--- src/rtl/fetch_pc_unit_if.sv ---
// Interface bundling the fetch unit's control inputs, instruction-memory bus and the
// outputs that feed the IF/ID pipeline register.
//   master : the fetch unit side (drives im_addr and the IF/ID outputs)
//   slave  : the pipeline/memory side (drives stall, exc/eret, redirect and im_rdata)
interface fetch_pc_unit_if;
  logic        stall;
  logic        exc_req;
  logic        eret_req;
  logic [31:0] epc;
  logic        redirect_valid;
  logic [31:0] redirect_pc;
  logic [31:0] im_rdata;
  logic [31:0] im_addr;
  logic [31:0] pc_f;
  logic [31:0] instr_f;
  logic [4:0]  exc_code_f;
  logic        delay_slot_f;

  modport master (
    input  stall, exc_req, eret_req, epc, redirect_valid, redirect_pc, im_rdata,
    output im_addr, pc_f, instr_f, exc_code_f, delay_slot_f
  );

  modport slave (
    output stall, exc_req, eret_req, epc, redirect_valid, redirect_pc, im_rdata,
    input  im_addr, pc_f, instr_f, exc_code_f, delay_slot_f
  );
endinterface

--- src/rtl/fetch_pc_unit.sv ---
// IF-stage PC unit for the P7 MIPS pipeline.
// Holds the fetch PC, selects the next PC (reset > exception > ERET > stall > redirect >
// sequential), flags AdEL fetch faults (instruction forced to nop) and tracks whether the
// instruction being fetched is in a branch delay slot.
// Ports:
//   clk   : clock
//   reset : synchronous, active-high reset
//   bus   : fetch_pc_unit_if.master -- control inputs, IM bus, IF/ID outputs
module fetch_pc_unit #(
  parameter logic [31:0] RESET_PC   = 32'h0000_3000,
  parameter logic [31:0] HANDLER_PC = 32'h0000_4180,
  parameter logic [31:0] IM_BASE    = 32'h0000_3000,
  parameter logic [31:0] IM_LIMIT   = 32'h0000_6ffc
) (
  input  logic             clk,
  input  logic             reset,
  fetch_pc_unit_if.master  bus
);

  logic [31:0] pc_q, pc_d;
  logic        ds_q, ds_d;
  logic        fault;
  logic [31:0] instr;
  logic [5:0]  opcode;
  logic [5:0]  funct;
  logic        is_bj;

  always_ff @(posedge clk) begin
    if (reset) begin
      pc_q <= RESET_PC;
      ds_q <= 1'b0;
    end else begin
      pc_q <= pc_d;
      ds_q <= ds_d;
    end
  end

  // Fault check and predecode depend only on pc_q and im_rdata; nothing here feeds
  // im_addr, so there is no im_rdata -> im_addr loop.
  always_comb begin
    fault  = (pc_q[1:0] != 2'b00) || (pc_q < IM_BASE) || (pc_q > IM_LIMIT);
    instr  = fault ? 32'h0 : bus.im_rdata;
    opcode = instr[31:26];
    funct  = instr[5:0];
    is_bj  = 1'b0;
    case (opcode)
      6'b000001, 6'b000010, 6'b000011,
      6'b000100, 6'b000101, 6'b000110, 6'b000111: is_bj = 1'b1;
      6'b000000: is_bj = (funct == 6'b001000) || (funct == 6'b001001);
      default:   is_bj = 1'b0;
    endcase
  end

  // Exception and ERET win over stall; a redirect seen during stall is dropped because
  // the D stage re-presents it once the stall clears.
  always_comb begin
    pc_d = pc_q + 32'd4;
    ds_d = is_bj;
    if (bus.exc_req) begin
      pc_d = HANDLER_PC;
      ds_d = 1'b0;
    end else if (bus.eret_req) begin
      pc_d = bus.epc;
      ds_d = 1'b0;
    end else if (bus.stall) begin
      pc_d = pc_q;
      ds_d = ds_q;
    end else if (bus.redirect_valid) begin
      pc_d = bus.redirect_pc;
    end
  end

  assign bus.im_addr      = pc_q;
  assign bus.pc_f         = pc_q;
  assign bus.instr_f      = instr;
  assign bus.exc_code_f   = fault ? 5'd4 : 5'd0;
  assign bus.delay_slot_f = ds_q;

endmodule

--- src/flat_wrapper.sv ---
// flat-port wrapper written by rule: the top's interface ports become plain ports
module fetch_pc_unit_flat 
#(
  parameter logic [31:0] RESET_PC   = 32'h0000_3000,
  parameter logic [31:0] HANDLER_PC = 32'h0000_4180,
  parameter logic [31:0] IM_BASE    = 32'h0000_3000,
  parameter logic [31:0] IM_LIMIT   = 32'h0000_6ffc
)
  (clk, reset, bus_stall, bus_exc_req, bus_eret_req, bus_epc, bus_redirect_valid, bus_redirect_pc, bus_im_rdata, bus_im_addr, bus_pc_f, bus_instr_f, bus_exc_code_f, bus_delay_slot_f);
  fetch_pc_unit_if bus_i ();
  input  logic clk;
  input  logic reset;
  input wire logic [$bits(bus_i.stall)-1:0] bus_stall;
  input wire logic [$bits(bus_i.exc_req)-1:0] bus_exc_req;
  input wire logic [$bits(bus_i.eret_req)-1:0] bus_eret_req;
  input wire logic [$bits(bus_i.epc)-1:0] bus_epc;
  input wire logic [$bits(bus_i.redirect_valid)-1:0] bus_redirect_valid;
  input wire logic [$bits(bus_i.redirect_pc)-1:0] bus_redirect_pc;
  input wire logic [$bits(bus_i.im_rdata)-1:0] bus_im_rdata;
  output wire logic [$bits(bus_i.im_addr)-1:0] bus_im_addr;
  output wire logic [$bits(bus_i.pc_f)-1:0] bus_pc_f;
  output wire logic [$bits(bus_i.instr_f)-1:0] bus_instr_f;
  output wire logic [$bits(bus_i.exc_code_f)-1:0] bus_exc_code_f;
  output wire logic [$bits(bus_i.delay_slot_f)-1:0] bus_delay_slot_f;
  assign bus_i.stall = bus_stall;
  assign bus_i.exc_req = bus_exc_req;
  assign bus_i.eret_req = bus_eret_req;
  assign bus_i.epc = bus_epc;
  assign bus_i.redirect_valid = bus_redirect_valid;
  assign bus_i.redirect_pc = bus_redirect_pc;
  assign bus_i.im_rdata = bus_im_rdata;
  assign bus_im_addr = bus_i.im_addr;
  assign bus_pc_f = bus_i.pc_f;
  assign bus_instr_f = bus_i.instr_f;
  assign bus_exc_code_f = bus_i.exc_code_f;
  assign bus_delay_slot_f = bus_i.delay_slot_f;
  fetch_pc_unit #(.RESET_PC(RESET_PC), .HANDLER_PC(HANDLER_PC), .IM_BASE(IM_BASE), .IM_LIMIT(IM_LIMIT)) u_core (.clk(clk), .reset(reset), .bus(bus_i));
endmodule
--- config.mk ---
export PLATFORM = sky130hd
export DESIGN_NAME = fetch_pc_unit_flat
export DESIGN_NICKNAME = d
export VERILOG_FILES = /design/src/rtl/fetch_pc_unit_if.sv /design/src/rtl/fetch_pc_unit.sv /design/src/flat_wrapper.sv
export SDC_FILE = /design/constraint.sdc
export NUM_CORES = 1
export LEC_CHECK = 0
export BUFFER_PORTS_ARGS = -buffer_cell sky130_fd_sc_hd__buf_2
export CELL_PAD_IN_SITES_DETAIL_PLACEMENT = 1
export CELL_PAD_IN_SITES_GLOBAL_PLACEMENT = 1
export CORE_AREA = 8 8 118 120
export DETAILED_ROUTE_END_ITERATION = 7
export DIE_AREA = 0 0 126 128
export PLACE_DENSITY = 0.85
export SETUP_SLACK_MARGIN = 0.05
export SKIP_CTS_REPAIR_TIMING = 1
export SYNTH_ARGS = -nofsm -noshare
export SYNTH_HDL_FRONTEND = slang
export SYNTH_SLANG_ARGS = --single-unit
--- constraint.sdc ---
create_clock -name clk -period 2.2 [get_ports clk]
set_clock_uncertainty 0.1 [all_clocks]
set_input_delay 0.11 -clock clk [delete_from_list [all_inputs] [get_ports clk]]
set_output_delay 0.11 -clock clk [all_outputs]
set_load 0.01 [all_outputs]
# Word level (Yosys, flattened, before mapping)
# Cells that the tools add are included.
[word_totals]
ff_bits = 33
wordCells = 32
[classes]
n_reduce_logical = 8
n_addsub = 1
n_mux = 7
n_lt_le_gt_ge = 2
n_eq_ne = 11
[ops]
columns = ["cell", "n"]
rows = [
  ["$mux W32", 4],
  ["$add A32 B3 Y32 const B", 1],
  ["$gt A32 B15 Y1 const B", 1],
  ["$lt A32 B14 Y1 const B", 1],
  ["$eq A6 B3 Y1 const B", 4],
  ["$mux W15", 1],
  ["$eq A6 B2 Y1 const B", 2],
  ["$eq A6 B4 Y1 const B", 2],
  ["$reduce_or A7 Y1", 1],
  ["$eq A6 B1 Y1 const B", 1],
  ["$logic_not A6 Y1", 1],
  ["$logic_or A1 B1 Y1", 3],
  ["$mux W3", 1],
  ["$ne A3 B1 Y1 const B", 1],
  ["$reduce_or A3 Y1", 1],
  ["$ne A2 B1 Y1 const B", 1],
  ["$pmux W1 S2", 1],
  ["$reduce_bool A2 Y1", 1],
  ["$reduce_or A2 Y1", 1],
]

# Depth between registers and ports, before layout
# Gate-level depths: netlist of the first run.
[logic_depth]
depth_word = 7
ltp_mapped = 7
mapped_depth_nobuf = 6

# Least setup slack after synthesis of the first run
# No wires, ideal clock.
[synth_timing]
path_type = "register -> register"
startpoint = "reg u_core.pc_q[2] (netlist: u_core.bus.im_addr[2])"
endpoint = "reg u_core.pc_q[24] (netlist: u_core.bus.im_addr[24])"
path_stages_with_launch = 8
t_arrival_ns = 1.992
path_buffers = 1
setup_slack_ns = -0.012
cell_sequence = "dfxtp_1 > ha_1 > nand4_2 > or4_1 > buf_2 > o31a_1 > o21ai_1 > a21oi_1"
[synth_via]
elab_chain_len = 4
[synth_lines]
columns = ["item", "line", "rtl"]
rows = [
  ["start: declaration", "fetch_pc_unit.sv:20", "logic [31:0] pc_q, pc_d;"],
  ["start signal: assignment", "fetch_pc_unit.sv:33", "pc_q <= pc_d;"],
  ["$add A32 B3 Y32", "fetch_pc_unit.sv:57", "pc_d = pc_q + 32'd4;"],
  ["$mux W32", "fetch_pc_unit.sv:68", "end else if (bus.redirect_valid) begin"],
  ["$mux W32", "fetch_pc_unit.sv:65", "end else if (bus.stall) begin"],
  ["$mux W32", "fetch_pc_unit.sv:62", "end else if (bus.eret_req) begin"],
]
# No other way between the ends. The select of a mux whose other input is x is not followed.
# A chain may end at the register's enable or synchronous reset.

# Worst setup path after layout of the first run
[layout_timing]
startpoint = "reg u_core.pc_q[13] (netlist: u_core.bus.im_addr[13])"
endpoint = "reg u_core.pc_q[21] (netlist: u_core.bus.im_addr[21])"
# The elaborated chain is that of the path after synthesis.

==> results.sh, run 1 <==
export IMPL_start_kind="flip-flop"
export IMPL_synth_warnings=0
export IMPL_post_dp_hpwl_mm=11.7
export IMPL_setup_viol=0
export IMPL_synth_ff_type="dfxtp_1"
export IMPL_dieWidth_um=126
export IMPL_power_uw=2020
export IMPL_coreArea_um2=12200
export IMPL_antenna_found_initial=0
export IMPL_io_buffers=199
export IMPL_cts_tree="done"
export IMPL_fillCellCount=1591
export IMPL_min_period_over_period_pct=97.0
export IMPL_rsz0062_at_grt="yes"
export IMPL_cts_buffers=5
export IMPL_p_per_area_nw_per_um2=464
export IMPL_ys_types=66
export IMPL_synth_seq_cells=33
export IMPL_grt_pass1_vias=4289
export IMPL_r2r_cells=5
export IMPL_num_nets_final=711
export IMPL_viasPerCell=5.23
export IMPL_status="finished with violations"
export IMPL_slew_violations=0
export IMPL_die_h_um=128
export IMPL_std_cell_rows=41
export IMPL_async_flop_share_pct=0
export IMPL_violations="negative hold slack"
export IMPL_slowest_delay_ns=0.67
export IMPL_antennaDiodeCount=0
export IMPL_period_needed_ns=2.14
export IMPL_cp_slowest_cell="or4_4"
export IMPL_drive_gt1_share_pct=45.0
export IMPL_ys_seq_area_share_pct=21.4
export IMPL_path_buf_inv=0
export IMPL_cts_root_buf="clkbuf_16"
export IMPL_crit_family="simple AND/OR/NAND/NOR gates"
export IMPL_grt_pass1_wl_mm=22.7
export IMPL_crit_type="reg -> reg"
export IMPL_cp_required_ns=2.30
export IMPL_finalHoldViolCount=2
export IMPL_cp_end_kind="flip-flop"
export IMPL_crit_fanout=13
export IMPL_max_cap_viol_count=0
export IMPL_drtIter0Drc=147
export IMPL_fmax_mhz=468
export IMPL_postRouteAntennaNets=0
export IMPL_clk_pin_slew_worst_paths_ns=0.05
export IMPL_r2r_slack_ns=0.06
export IMPL_drcViolationCount=0
export IMPL_vias=3967
export IMPL_grt_ovfl_total=0
export IMPL_clk_latency_ns=0.28
export IMPL_grt_max_degree=35
export IMPL_gr_usage_all_layers_pct=17.4
export IMPL_r2r_end="u_core.bus.im_addr[21]"
export IMPL_ios=204
export IMPL_dieArea_um2=16100
export IMPL_max_slew_margin_rel_pct=61.2
export IMPL_avgSynthCellArea_um2=7.17
export IMPL_tightestPinTransition_ns=0.580
export IMPL_wl_mm=15.2
export IMPL_cp_num_cells=5
export IMPL_gp_congestion=0.817
export IMPL_synth_edf_count=0
export IMPL_clock_sinks=33
export IMPL_worstPathArrival_ns=2.23
export IMPL_wl_per_cell_um=20.0
export IMPL_holdWs_ns=-0.0233
export IMPL_synth_area_um2=3080
export IMPL_synth_cells=430
export IMPL_drt_pass1_iterations=4
export IMPL_hold_depth=3
export IMPL_hp_start="bus_epc[2]"
export IMPL_holdPathEnd="u_core.bus.im_addr[2]"
export IMPL_htreeDepth=2
export IMPL_min_path_type="in -> reg"
export IMPL_final_util_pct=35.6
export IMPL_cts_buffer_depth=2
export IMPL_p_leak_uw=0.00212
export IMPL_start_util_pct=25.3
export IMPL_syn_to_final_growth_pct=41.0
export IMPL_r2r_start="u_core.bus.im_addr[13]"
export IMPL_ir_drop_uv=243
export IMPL_worstPathCellList="nand3_1, or4_4, nor2_1, mux2_2, nor3_1"
## worst register-to-register path, delay by kind of cell, from the launching register on
kind             cells  cell delay (ns)
AND/OR/NAND/NOR      4             1.19
multiplexers         1             0.34
flip-flops           1             0.43
## flip-flops by register name, indices dropped and copies added, names as in the netlist, named ones only
register	flops
u_core.bus.delay_slot_f	1
u_core.bus.im_addr	30
## how the worst max path moves through the flow
stage          slack [ns]                   start                      to
3_5_place_dp         0.02   u_core.bus.im_addr[3]  u_core.bus.im_addr[22]
6_report             0.06  u_core.bus.im_addr[13]  u_core.bus.im_addr[21]
5_1_grt             -0.02  u_core.bus.im_addr[26]          bus_instr_f[8]
4_1_cts             -0.04  u_core.bus.im_addr[21]          bus_instr_f[8]
3_3_place_gp         0.08   u_core.bus.im_addr[2]  u_core.bus.im_addr[24]
2_1_floorplan         0.1   u_core.bus.im_addr[2]  u_core.bus.im_addr[24]
## final cells by class
type | instances | area (µm²) | area share, %
multi-input cells | 322 | 2020 | 46.4
repair buffers | 236 | 1300 | 29.8
flip-flops and latches | 33 | 672 | 15.5
well taps | 150 | 188 | 4.32
clock buffers | 8 | 136 | 3.14
inverters | 10 | 37.5 | 0.863
## synth_stat cells (10+ instances only)
cell / n / area, µm²
a21oi_1: 42 / 210
and2_1: 32 / 200
buf_4: 38 / 285
clkbuf_1: 16 / 60.1
dfxtp_1: 33 / 661
inv_1: 10 / 37.5
nand2_1: 27 / 101
nand3_1: 15 / 75.1
nor2_1: 34 / 128
nor3_1: 15 / 75.1
nor4_1: 16 / 100
o21ai_0: 30 / 150
## through the flow
step	setup TNS, ns	setup slack [ns]	hold WS, ns	instances	cell area (µm²)
2_1_floorplan	0	0.0963	0.0884	433	3100
3_3_place_gp	0	0.0772	0.247	743	4080
3_5_place_dp	0	0.0243	0.260	743	4080
4_1_cts	-0.112	-0.0387	-0.0309	751	4210
5_1_grt	-0.119	-0.0217	0.0182	759	4350
6_report	0	0.0649	-0.0233	759	4350
## cells in the final DEF (no fill, tap or decap), types with 5 or more instances in the layout
master     Yosys  routed
buf_2          3     199
a21oi_1       42      42
nor2_1        34      34
and2_1        32      32
o21ai_0       30      30
buf_4         38      30
nand2_1       27      27
dfxtp_1       33      24
nand3_1       15      15
nor3_1        15      14
nor4_1        16      12
inv_1         10      10
mux2i_1        9       9
dfxtp_2        0       9
o21ai_1        8       8
nor4_2         2       5
nor2b_1        5       5
a211oi_1       5       5
nand4_1        5       5
and3_1         5       5
a22oi_1        5       5
clkbuf_16      0       5
## cells by family after synthesis
family | Yosys count | synth area share [%]
AO/OA/AOI/OAI | 127 | 25.8
XOR/XNOR | 2 | 0.568
adder cells (fa/ha/maj) | 1 | 0.406
buffers and inverters | 78 | 15.2
flip-flops | 33 | 21.4
multiplexers | 10 | 3.29
other | 1 | 0.122
AND/OR/NAND/NOR | 178 | 33.3
## metal layers
layer | routed length, µm | GRT usage (%) | up-vias | share of wire (%)
met1 | 6070 | 18.5 | 1927 | 40
met4 | 314 | 5.45 | 0 | 2.1
met3 | 906 | 4.91 | 24 | 6.0
met5 | 0 | 0 | - | 0
li1 | - | - | 1883 | -
met2 | 7870 | 32.7 | 133 | 52
## report_power, final
| part | total [µW] | switching [µW] | internal (µW) | leakage (µW) |
|---|---|---|---|---|
| clock network | 686 | 265 | 421 | 0.0000652 |
| registers | 678 | 48.2 | 630 | 0.000274 |
| logic | 654 | 361 | 292 | 0.00178 |
| total | 2020 | 674 | 1340 | 0.00212 |
(Power assumes the default switching activity.)
==> run 2: changes to the inputs <==
==> constraint.sdc (replaced) <==
create_clock -name clk -period 2.2 [get_ports clk]
set_clock_uncertainty 0.1 [all_clocks]
set_input_delay 0.11 -clock clk [delete_from_list [all_inputs] [get_ports clk]]
set_output_delay 0.11 -clock clk [all_outputs]
set_load 0.05 [all_outputs]
==> results.sh, run 2 (synthesis gave the netlist of run 1 again) <==
export IMPL_r2r_start="u_core.bus.im_addr[2]"
export IMPL_gr_usage_all_layers_pct=17.6
export IMPL_antennaDiodeCount=0
export IMPL_cts_buffers=5
export IMPL_clk_pin_slew_worst_paths_ns=0.06
export IMPL_finalSetupTns_ns=0
export IMPL_cts_root_buf="clkbuf_16"
export IMPL_dieWidth_um=126
export IMPL_hp_start="bus_epc[1]"
export IMPL_clk_latency_ns=0.28
export IMPL_crit_fanout=17
export IMPL_dieArea_um2=16100
export IMPL_cts_tree="done"
export IMPL_p_per_area_nw_per_um2=511
export IMPL_vias=3941
export IMPL_htreeDepth=2
export IMPL_period_needed_ns=2.14
export IMPL_power_frac_seq_pct=28.6
export IMPL_slew_violations=0
export IMPL_cp_end_kind="output port"
export IMPL_drcViolationCount=0
export IMPL_syn_to_final_growth_pct=50.8
export IMPL_worstPathArrival_ns=1.93
export IMPL_coreArea_um2=12200
export IMPL_clockPowerShare_pct=28.7
export IMPL_grt_pass1_vias=4212
export IMPL_layout_setup_ws_ns=0.0594
export IMPL_post_dp_hpwl_mm=12.0
export IMPL_ios=204
export IMPL_hold_depth=3
export IMPL_p_leak_uw=0.00218
export IMPL_fmax_mhz=467
export IMPL_sw_frac_of_total_pct=41.5
export IMPL_min_path_type="in -> reg"
export IMPL_r2r_end="u_core.bus.im_addr[21]"
export IMPL_multi_input_area_um2=2100
export IMPL_clock_sinks=33
export IMPL_num_nets_final=710
export IMPL_rsz0062_at_grt="yes"
export IMPL_r2r_cells=6
export IMPL_io_buffers=199
export IMPL_gp_congestion=0.846
export IMPL_grt_max_degree=35
export IMPL_violations="negative hold slack"
export IMPL_r2r_slack_ns=0.11
export IMPL_max_cap_viol_count=0
export IMPL_largest_register_ffs=30
export IMPL_antenna_found_initial=0
export IMPL_register_area_um2=688
export IMPL_start_kind="flip-flop"
export IMPL_post_place_ws_ns=0.0612
export IMPL_crit_type="reg -> out"
export IMPL_p_comb_share_pct=42.7
export IMPL_holdWs_ns=-0.0295
export IMPL_ir_drop_uv=249
export IMPL_postRouteAntennaNets=0
export IMPL_status="finished with violations"
export IMPL_wl_mm=15.2
export IMPL_drtIter0Drc=182
export IMPL_final_common_cell="buf_2"
export IMPL_final_cell_mix="buf_2, a21oi_1, nor2_1"
export IMPL_grt_pass1_wl_mm=22.8
export IMPL_min_period_over_period_pct=97.3
export IMPL_cts_buffer_depth=2
export IMPL_drive_gt1_share_pct=51.3
export IMPL_fillCellCount=1548
export IMPL_drt_pass1_iterations=4
export IMPL_start_util_pct=25.3
export IMPL_setup_viol=0
export IMPL_p_int_uw=1390
export IMPL_grt_ovfl_total=0
export IMPL_finalHoldViolCount=1
export IMPL_viasPerCell=5.20
export IMPL_cp_required_ns=1.99
export IMPL_wl_per_cell_um=20.1
export IMPL_std_cell_rows=41
export IMPL_switchingPower_uw=985
export IMPL_die_h_um=128
[run 2: cell types whose count changed in the layout (fill, tap and decap cells not counted), moves of 2 or more]
| cell | change |
|---|---|
| buf_2 | -32 |
| and2_1 | -29 |
| and2_2 | +29 |
| buf_6 | +28 |
| dfxtp_1 | -7 |
| dfxtp_2 | +4 |
| dfxtp_4 | +3 |
| nor4_2 | -3 |
| nor4_4 | +3 |
| clkbuf_1 | -2 |
| clkinv_2 | +2 |
[run 2: power groups by stage]
| stage | Combinational, µW | Clock [µW] | Sequential (µW) |
|---|---|---|---|
| final | 1010 | 682 | 679 |
| after floorplan | 552 | 0 | 790 |
| after global routing | 1070 | 718 | 684 |
| after CTS | 929 | 695 | 673 |
| after detailed placement | 927 | 0 | 686 |
| after global placement | 905 | 0 | 681 |
[run 2: how the worst max path moves through the flow]
| stage | start | endpoint | slack (ns) | depth (start not counted) |
|---|---|---|---|---|
| final | u_core.bus.im_addr[16] | bus_instr_f[11] | 0.06 | 7 |
| after global routing | u_core.bus.im_addr[16] | bus_instr_f[11] | 0.003 | 7 |
| after CTS | u_core.bus.im_addr[30] | bus_instr_f[10] | -0.16 | 6 |
| after detailed placement | u_core.bus.im_addr[2] | u_core.bus.im_addr[24] | 0.06 | 6 |
| after global placement | u_core.bus.im_addr[2] | u_core.bus.im_addr[24] | 0.10 | 6 |
| after floorplan | u_core.bus.im_addr[4] | u_core.bus.im_addr[31] | 0.06 | 6 |
[run 2: layer usage]
| metal | share of wire (%) | global-route usage (%) |
|---|---|---|
| met5 | 0 | 0 |
| met4 | 2.2 | 5.87 |
| met3 | 5.7 | 4.53 |
| met2 | 52 | 32.2 |
| met1 | 40 | 19.5 |
[run 2: layout make-up]
class                   instances  area share, %
multi-input cells             322           45.1
inverters                      10          0.807
flip-flops and latches         33           14.8
well taps                     150           4.03
repair buffers                235           32.3
clock buffers                   6           2.77
clock inverters                 2          0.215
[run 2: metrics by stage]
| step | instance area (µm²) | util [%] | instances | power (µW) |
|---|---|---|---|---|
| global route | 4650 | 38.1 | 758 | 2470 |
| global placement | 4170 | 34.2 | 745 | 1590 |
| CTS | 4310 | 35.3 | 753 | 2300 |
| floorplan | 3170 | - | 433 | 1340 |
| detailed placement | 4170 | 34.2 | 745 | 1610 |
| finish | 4650 | 38.1 | 758 | 2380 |
[run 2: worst max-delay path: stages (launching register included)]
cell	delay, ns
dfxtp_4	0.38
nor4_4	0.30
nand2_1	0.15
nor3_4	0.20
buf_6	0.14
clkbuf_16	0.16
and2_2	0.16
buf_6	0.16
